### src/rtl/aes_spi_master_if.sv
// Host request/result and SPI-plus-handshake signals of the AES SPI initiator.
// master is the initiator's view; slave is the host/responder view.
`timescale 1ns/1ps
interface aes_spi_master_if;
  logic         start;
  logic [127:0] key;
  logic [127:0] plaintext;
  logic         busy;
  logic         valid;
  logic [127:0] cyphertext;
  logic         error;
  logic         sck;
  logic         sdi;
  logic         sdo;
  logic         load;
  logic         done;

  modport master (
    input  start, key, plaintext, sdo, done,
    output busy, valid, cyphertext, error, sck, sdi, load
  );

  modport slave (
    output start, key, plaintext, sdo, done,
    input  busy, valid, cyphertext, error, sck, sdi, load
  );
endinterface

### src/rtl/aes_spi_master.sv
// SPI initiator for the AES core: shifts {plaintext, key} out under load, waits for done and
// shifts the 128-bit result back. Optional WAIT_DONE timeout: define AES_SPI_MASTER_TIMEOUT_EN.
`timescale 1ns/1ps
module aes_spi_master #(
  parameter int unsigned CLK_DIV        = 4,
  parameter int unsigned TIMEOUT_CYCLES = 4096
) (
  input  logic             clk,
  input  logic             nreset,
  aes_spi_master_if.master bus
);

  localparam int unsigned      DivW    = $clog2(CLK_DIV + 1);
  localparam logic [DivW-1:0]  DivLast = DivW'(CLK_DIV - 1);

  typedef enum logic [2:0] {
    StIdle, StSetup, StShiftIn, StRelease, StWaitDone, StShiftOut
  } state_e;

  state_e          state_q, state_d;
  logic [DivW-1:0] div_q, div_d;
  logic [8:0]      bit_q, bit_d;
  logic [255:0]    tx_q, tx_d;
  logic [126:0]    rx_q, rx_d;
  logic [127:0]    ct_q, ct_d;
  logic            sck_q, sck_d;
  logic            load_q, load_d;
  logic            busy_q, busy_d;
  logic            valid_q, valid_d;
  logic            done_meta_q, done_s_q;
  logic            half_end, sck_fall, timeout;

  assign half_end = (div_q == DivLast);
  assign sck_fall = sck_q & half_end;

  always_ff @(posedge clk or negedge nreset) begin
    if (!nreset) begin
      done_meta_q <= 1'b0;
      done_s_q    <= 1'b0;
    end else begin
      done_meta_q <= bus.done;
      done_s_q    <= done_meta_q;
    end
  end

`ifdef AES_SPI_MASTER_TIMEOUT_EN
  localparam int unsigned     TmoW    = $clog2(TIMEOUT_CYCLES + 1);
  localparam logic [TmoW-1:0] TmoLast = TmoW'(TIMEOUT_CYCLES - 1);

  logic [TmoW-1:0] tmo_q;
  logic            err_q;

  always_ff @(posedge clk or negedge nreset) begin
    if (!nreset) begin
      tmo_q <= '0;
      err_q <= 1'b0;
    end else begin
      tmo_q <= (state_q == StWaitDone) ? tmo_q + 1'b1 : '0;
      if (state_q == StIdle && bus.start) begin
        err_q <= 1'b0;
      end else if (timeout) begin
        err_q <= 1'b1;
      end
    end
  end

  assign timeout   = (state_q == StWaitDone) && !done_s_q && (tmo_q == TmoLast);
  assign bus.error = err_q;
`else
  assign timeout   = 1'b0;
  assign bus.error = 1'b0;
`endif

  always_ff @(posedge clk or negedge nreset) begin
    if (!nreset) begin
      state_q <= StIdle;
    end else begin
      state_q <= state_d;
    end
  end

  always_comb begin
    state_d = state_q;
    case (state_q)
      StIdle:     if (bus.start) state_d = StSetup;
      StSetup:    if (half_end) state_d = StShiftIn;
      StShiftIn:  if (sck_fall && bit_q == 9'd255) state_d = StRelease;
      StRelease:  if (half_end) state_d = StWaitDone;
      StWaitDone: begin
        if (done_s_q) begin
          state_d = StShiftOut;
        end else if (timeout) begin
          state_d = StIdle;
        end
      end
      StShiftOut: if (sck_fall && bit_q == 9'd127) state_d = StIdle;
      default:    state_d = StIdle;
    endcase
  end

  always_comb begin
    div_d   = div_q;
    bit_d   = bit_q;
    tx_d    = tx_q;
    rx_d    = rx_q;
    ct_d    = ct_q;
    sck_d   = sck_q;
    load_d  = load_q;
    busy_d  = busy_q;
    valid_d = 1'b0;
    case (state_q)
      StIdle: begin
        if (bus.start) begin
          tx_d   = {bus.plaintext, bus.key};
          load_d = 1'b1;
          busy_d = 1'b1;
          div_d  = '0;
          bit_d  = '0;
        end
      end
      StSetup, StRelease: begin
        div_d = half_end ? '0 : div_q + 1'b1;
        if (state_q == StSetup && half_end) sck_d = 1'b1;
      end
      StShiftIn, StShiftOut: begin
        div_d = half_end ? '0 : div_q + 1'b1;
        if (half_end) sck_d = ~sck_q;
        // The sdo sample shares the edge that ends the high phase, i.e. the falling transition.
        if (sck_fall) begin
          bit_d = bit_q + 9'd1;
          if (state_q == StShiftIn) begin
            tx_d = {tx_q[254:0], 1'b0};
            if (bit_q == 9'd255) begin
              load_d = 1'b0;
              bit_d  = '0;
            end
          end else begin
            rx_d = {rx_q[125:0], bus.sdo};
            if (bit_q == 9'd127) begin
              ct_d    = {rx_q, bus.sdo};
              valid_d = 1'b1;
              busy_d  = 1'b0;
              bit_d   = '0;
            end
          end
        end
      end
      StWaitDone: begin
        div_d = '0;
        if (done_s_q) begin
          sck_d = 1'b1;
        end else if (timeout) begin
          busy_d = 1'b0;
        end
      end
      default: ;
    endcase
  end

  always_ff @(posedge clk or negedge nreset) begin
    if (!nreset) begin
      div_q   <= '0;
      bit_q   <= '0;
      tx_q    <= '0;
      rx_q    <= '0;
      ct_q    <= '0;
      sck_q   <= 1'b0;
      load_q  <= 1'b0;
      busy_q  <= 1'b0;
      valid_q <= 1'b0;
    end else begin
      div_q   <= div_d;
      bit_q   <= bit_d;
      tx_q    <= tx_d;
      rx_q    <= rx_d;
      ct_q    <= ct_d;
      sck_q   <= sck_d;
      load_q  <= load_d;
      busy_q  <= busy_d;
      valid_q <= valid_d;
    end
  end

  // sdi is the shift register MSB; it only moves on falling sck edges and drains to 0.
  assign bus.sdi        = tx_q[255];
  assign bus.sck        = sck_q;
  assign bus.load       = load_q;
  assign bus.busy       = busy_q;
  assign bus.valid      = valid_q;
  assign bus.cyphertext = ct_q;

endmodule
### src/flat_wrapper.sv
// flat-port wrapper written by rule: the top's interface ports become plain ports
module aes_spi_master_flat 
#(
  parameter int unsigned CLK_DIV        = 4,
  parameter int unsigned TIMEOUT_CYCLES = 4096
)
  (clk, nreset, bus_start, bus_key, bus_plaintext, bus_sdo, bus_done, bus_busy, bus_valid, bus_cyphertext, bus_error, bus_sck, bus_sdi, bus_load);
  aes_spi_master_if bus_i ();
  input  logic clk;
  input  logic nreset;
  input wire logic [$bits(bus_i.start)-1:0] bus_start;
  input wire logic [$bits(bus_i.key)-1:0] bus_key;
  input wire logic [$bits(bus_i.plaintext)-1:0] bus_plaintext;
  input wire logic [$bits(bus_i.sdo)-1:0] bus_sdo;
  input wire logic [$bits(bus_i.done)-1:0] bus_done;
  output wire logic [$bits(bus_i.busy)-1:0] bus_busy;
  output wire logic [$bits(bus_i.valid)-1:0] bus_valid;
  output wire logic [$bits(bus_i.cyphertext)-1:0] bus_cyphertext;
  output wire logic [$bits(bus_i.error)-1:0] bus_error;
  output wire logic [$bits(bus_i.sck)-1:0] bus_sck;
  output wire logic [$bits(bus_i.sdi)-1:0] bus_sdi;
  output wire logic [$bits(bus_i.load)-1:0] bus_load;
  assign bus_i.start = bus_start;
  assign bus_i.key = bus_key;
  assign bus_i.plaintext = bus_plaintext;
  assign bus_i.sdo = bus_sdo;
  assign bus_i.done = bus_done;
  assign bus_busy = bus_i.busy;
  assign bus_valid = bus_i.valid;
  assign bus_cyphertext = bus_i.cyphertext;
  assign bus_error = bus_i.error;
  assign bus_sck = bus_i.sck;
  assign bus_sdi = bus_i.sdi;
  assign bus_load = bus_i.load;
  aes_spi_master #(.CLK_DIV(CLK_DIV), .TIMEOUT_CYCLES(TIMEOUT_CYCLES)) u_core (.clk(clk), .nreset(nreset), .bus(bus_i));
endmodule
### config.mk
export PLATFORM = sky130hd
export DESIGN_NAME = aes_spi_master_flat
export DESIGN_NICKNAME = d
export VERILOG_FILES = /design/src/rtl/aes_spi_master_if.sv /design/src/rtl/aes_spi_master.sv /design/src/flat_wrapper.sv
export SDC_FILE = /design/constraint.sdc
export NUM_CORES = 1
export LEC_CHECK = 0
export CAP_MARGIN = 15
export CELL_PAD_IN_SITES_DETAIL_PLACEMENT = 1
export CELL_PAD_IN_SITES_GLOBAL_PLACEMENT = 1
export CORE_MARGIN = 10
export CORE_UTILIZATION = 43
export CTS_CLUSTER_SIZE = 20
export DETAILED_ROUTE_END_ITERATION = 8
export HOLD_SLACK_MARGIN = 0.06
export PLACE_DENSITY = 0.87
export SKIP_LAST_GASP = 1
export SLEW_MARGIN = 0
export SYNTH_ARGS = -nofsm -noshare
export SYNTH_HDL_FRONTEND = slang
export SYNTH_SLANG_ARGS = --single-unit
### constraint.sdc
create_clock -name clk -period 4.85 [get_ports clk]
set_input_delay 1.455 -clock clk [delete_from_list [all_inputs] [get_ports clk]]
set_output_delay 1.455 -clock clk [all_outputs]
set_load 0.005 [all_outputs]
==> impl_metrics.csv <==
group,metric,value,unit
status,status,"complete, no violations",
cts,numCtsBuffers,56,
global_routing,grt_overflow,0,
synthesis,yosysMostFrequentCell,"nand2_1",
floorplanning,ios,395,
pwr,vdd_drop_max,0.477,mV
synthesis,synth.area.top_cells,"dfrtp_1, nand2_1, a31oi_1, nand2_2, nor2_1",
timing,fin_skew,0.0160,ns
critical_path,rr_startpoint,"u_core.div_q[0]",
critical_path,cp.arrival,4.03,ns
timing,rsz0062_at_grt,"false",
floorplanning,rows,84,
place,hpwl,47.2,mm
place,port_buffers,393,
pwr,power_density,511,mW/mm^2
critical_path,critPathMaxFanout,74,
timing,slew_viol_final,0,
timing,post-route-period-util,0.722,
critical_path,cp.required,5.38,ns
cells_and_area,drive_gt1_frac,0.116,
cells_and_area,final_nets,3178,
timing,period_needed,3.50,ns
routing,ant_nets,0,
synthesis,syn_inst,2611,
synthesis,yosysSeqAreaShare,0.580,
synthesis,netlist.area_leader.share,0.580,
timing,finalSetupTns,0,ns
flow_run,maxCapViolCount,0,
timing,fmax,286,MHz
synthesis,ys_types,52,
routing,met2WireLength,35.1,mm
synthesis,syn-num-nets,2876,
synthesis,synth.avg_cell_area,8.79,um^2
routing,vias,19300,
cts,clk_pin_slew,0.06,ns
routing,wl_per_cell,19.2,um
timing,worst_pin_slew,1.16,ns
synthesis,synth_edf_count,0,
cts,clock_sinks,532,
routing,drt_iter0_markers,1196,
routing,detail_route.drc_violations,0,
place,place_congestion,0.807,
cts,cts_tree,"done",
synthesis,ys.flop_type,"dfrtp_1",
global_routing,antenna_found_initial,7,
routing,wl,70.0,mm
timing,slew_headroom,0.229,
cts,h-tree-depth,2,
floorplanning,initial_core_util,0.436,
cts,post_cts_buffers,0,
cells_and_area,fin_area,0.0290,mm^2
floorplanning,fp.dieW,251,um
global_routing,grt_usage,0.217,
global_routing,grt_pass1_vias,21300,
place,placed_cells,3543,
critical_path,critPathCaptureType,"flop",
timing,setup_violations,0,
critical_path,worstSetupPathType,"flop to flop",
floorplanning,core,0.0527,mm^2
routing,met3_length,3.72,mm
cts,insertion_delay,0.60,ns
cells_and_area,post-route-util,0.551,
pwr,leakagePower,13.6,nW
cts,cts_root_buf,"clkbuf_16",
cells_and_area,syn2layout_area_growth,26.4,%
synthesis,synth_seq_cells,532,
synthesis,synthArstFlopShare,1.00,
cts,hold_buffers,0,
floorplanning,die_area,0.0630,mm^2
floorplanning,fp.dieH,251,um
synthesis,yosysWarnings,0,
timing,finalHoldViolCount,0,
routing,vias_per_cell,5.28,
routing,first_pass_iters,5,
cells_and_area,stdcell_count,3653,
cts,post_cts_resized,0,
place,dpl_cell_area,0.0271,mm^2
critical_path,critPathLaunchType,"flop",
global_routing,grt_max_degree,159,
synthesis,syn-cell-area,0.0229,mm^2
min_path,hold_path.startpoint,"u_core.done_meta_q",
min_path,hp-class,"flop to flop",
synthesis,synth_top_area_cell,"dfrtp_1",
global_routing,grt_pass1_wl,113,mm
critical_path,cp-startpoint,"u_core.div_q[0]",
synthesis,synthTopCellsByCount,"nand2_1, dfrtp_1, nor2_1, a31oi_1, nand2_2",
cts,cts_buffer_depth,3,
routing,met1Wirelength,29.0,mm
routing,top_layer,"met4",
-- report_power, final --
part | internal (mW) | switching [mW] | leakage (nW)
combinational | 1.53 | 2.65 | 6.06
clock | 2.53 | 1.80 | 0.921
sequential | 5.58 | 0.743 | 6.65
-- final timing paths --
check | end | slack [ns] | depth (start not counted)
max in group asynchronous | u_core.tx_q[130] | 2.80 | 2
max | u_core.bus.cyphertext[76] | 1.35 | 7
min reg2reg | u_core.done_s_q | 0.36 | 0
max reg2reg | u_core.bus.cyphertext[76] | 1.35 | 7
min in group asynchronous | u_core.bus.cyphertext[100] | 0.93 | 1
min | u_core.done_s_q | 0.36 | 0
-- layout by cell type (no fill, tap or decap), types with 11 or more instances in the layout --
cell type        synthesis  routed
buf_12                  11      12
clkdlybuf4s50_1          0     392
clkbuf_1                47      12
nand2_2                200     200
clkbuf_16                0      56
nand2_1               1087    1085
a31oi_1                257     257
clkinv_2                 0      11
nor2_1                 270     270
clkbuf_8                 0      16
buf_4                    6      18
dfrtp_1                532     532
-- layout make-up --
type | instances | area, um^2
fillers | 5975 | 23700
repair buffers | 423 | 4310
clock buffers | 84 | 1670
inverters | 4 | 15.0
well taps | 688 | 861
diodes | 7 | 17.5
multi-input cells | 1896 | 8620
clock inverters | 19 | 194
flip-flops and latches | 532 | 13300
-- state kept, by name (all words and copies together) (netlist names), 3 cells and up --
signal	flops
u_core.state_q	3
u_core.bus.cyphertext	128
u_core.tx_q	256
u_core.rx_q	127
u_core.div_q	3
u_core.bit_q	9
-- cells by family after synthesis --
logic type                 share of synthesized area
buffers and inverters                         0.0459
AOI/OAI and AO/OA                             0.0824
other                                       0.000163
DFF                                            0.580
muxes                                       0.000927
adders and majority gates                    0.00218
and+or+nand+nor                                0.288
-- routing by layer --
layer / global-route usage / vias up
li1: - / 8949
met3: 0.0503 / 130
met2: 0.375 / 497
met4: 0.0713 / 0
met1: 0.264 / 9718
met5: 0 / -
-- through the flow --
step	hold slack (ns)	total power, mW	worst slack [ns]
floorplan	0.331	9.20	2.31
global placement	0.337	10.1	1.27
detailed placement	0.346	10.5	1.12
CTS	0.358	14.9	1.35
global route	0.370	15.8	1.15
finish	0.364	14.8	1.35
-- worst max-delay path, cell delays in order, from the launching register on --
cell and delay, ns:
dfrtp_1 0.40, ha_1 0.27, and3b_1 0.38, and3_4 0.64
and2_4 1.00, buf_4 0.41, nand2_2 0.10, nand2_2 0.09
No activity file was read; power rests on OpenSTA's default activity.
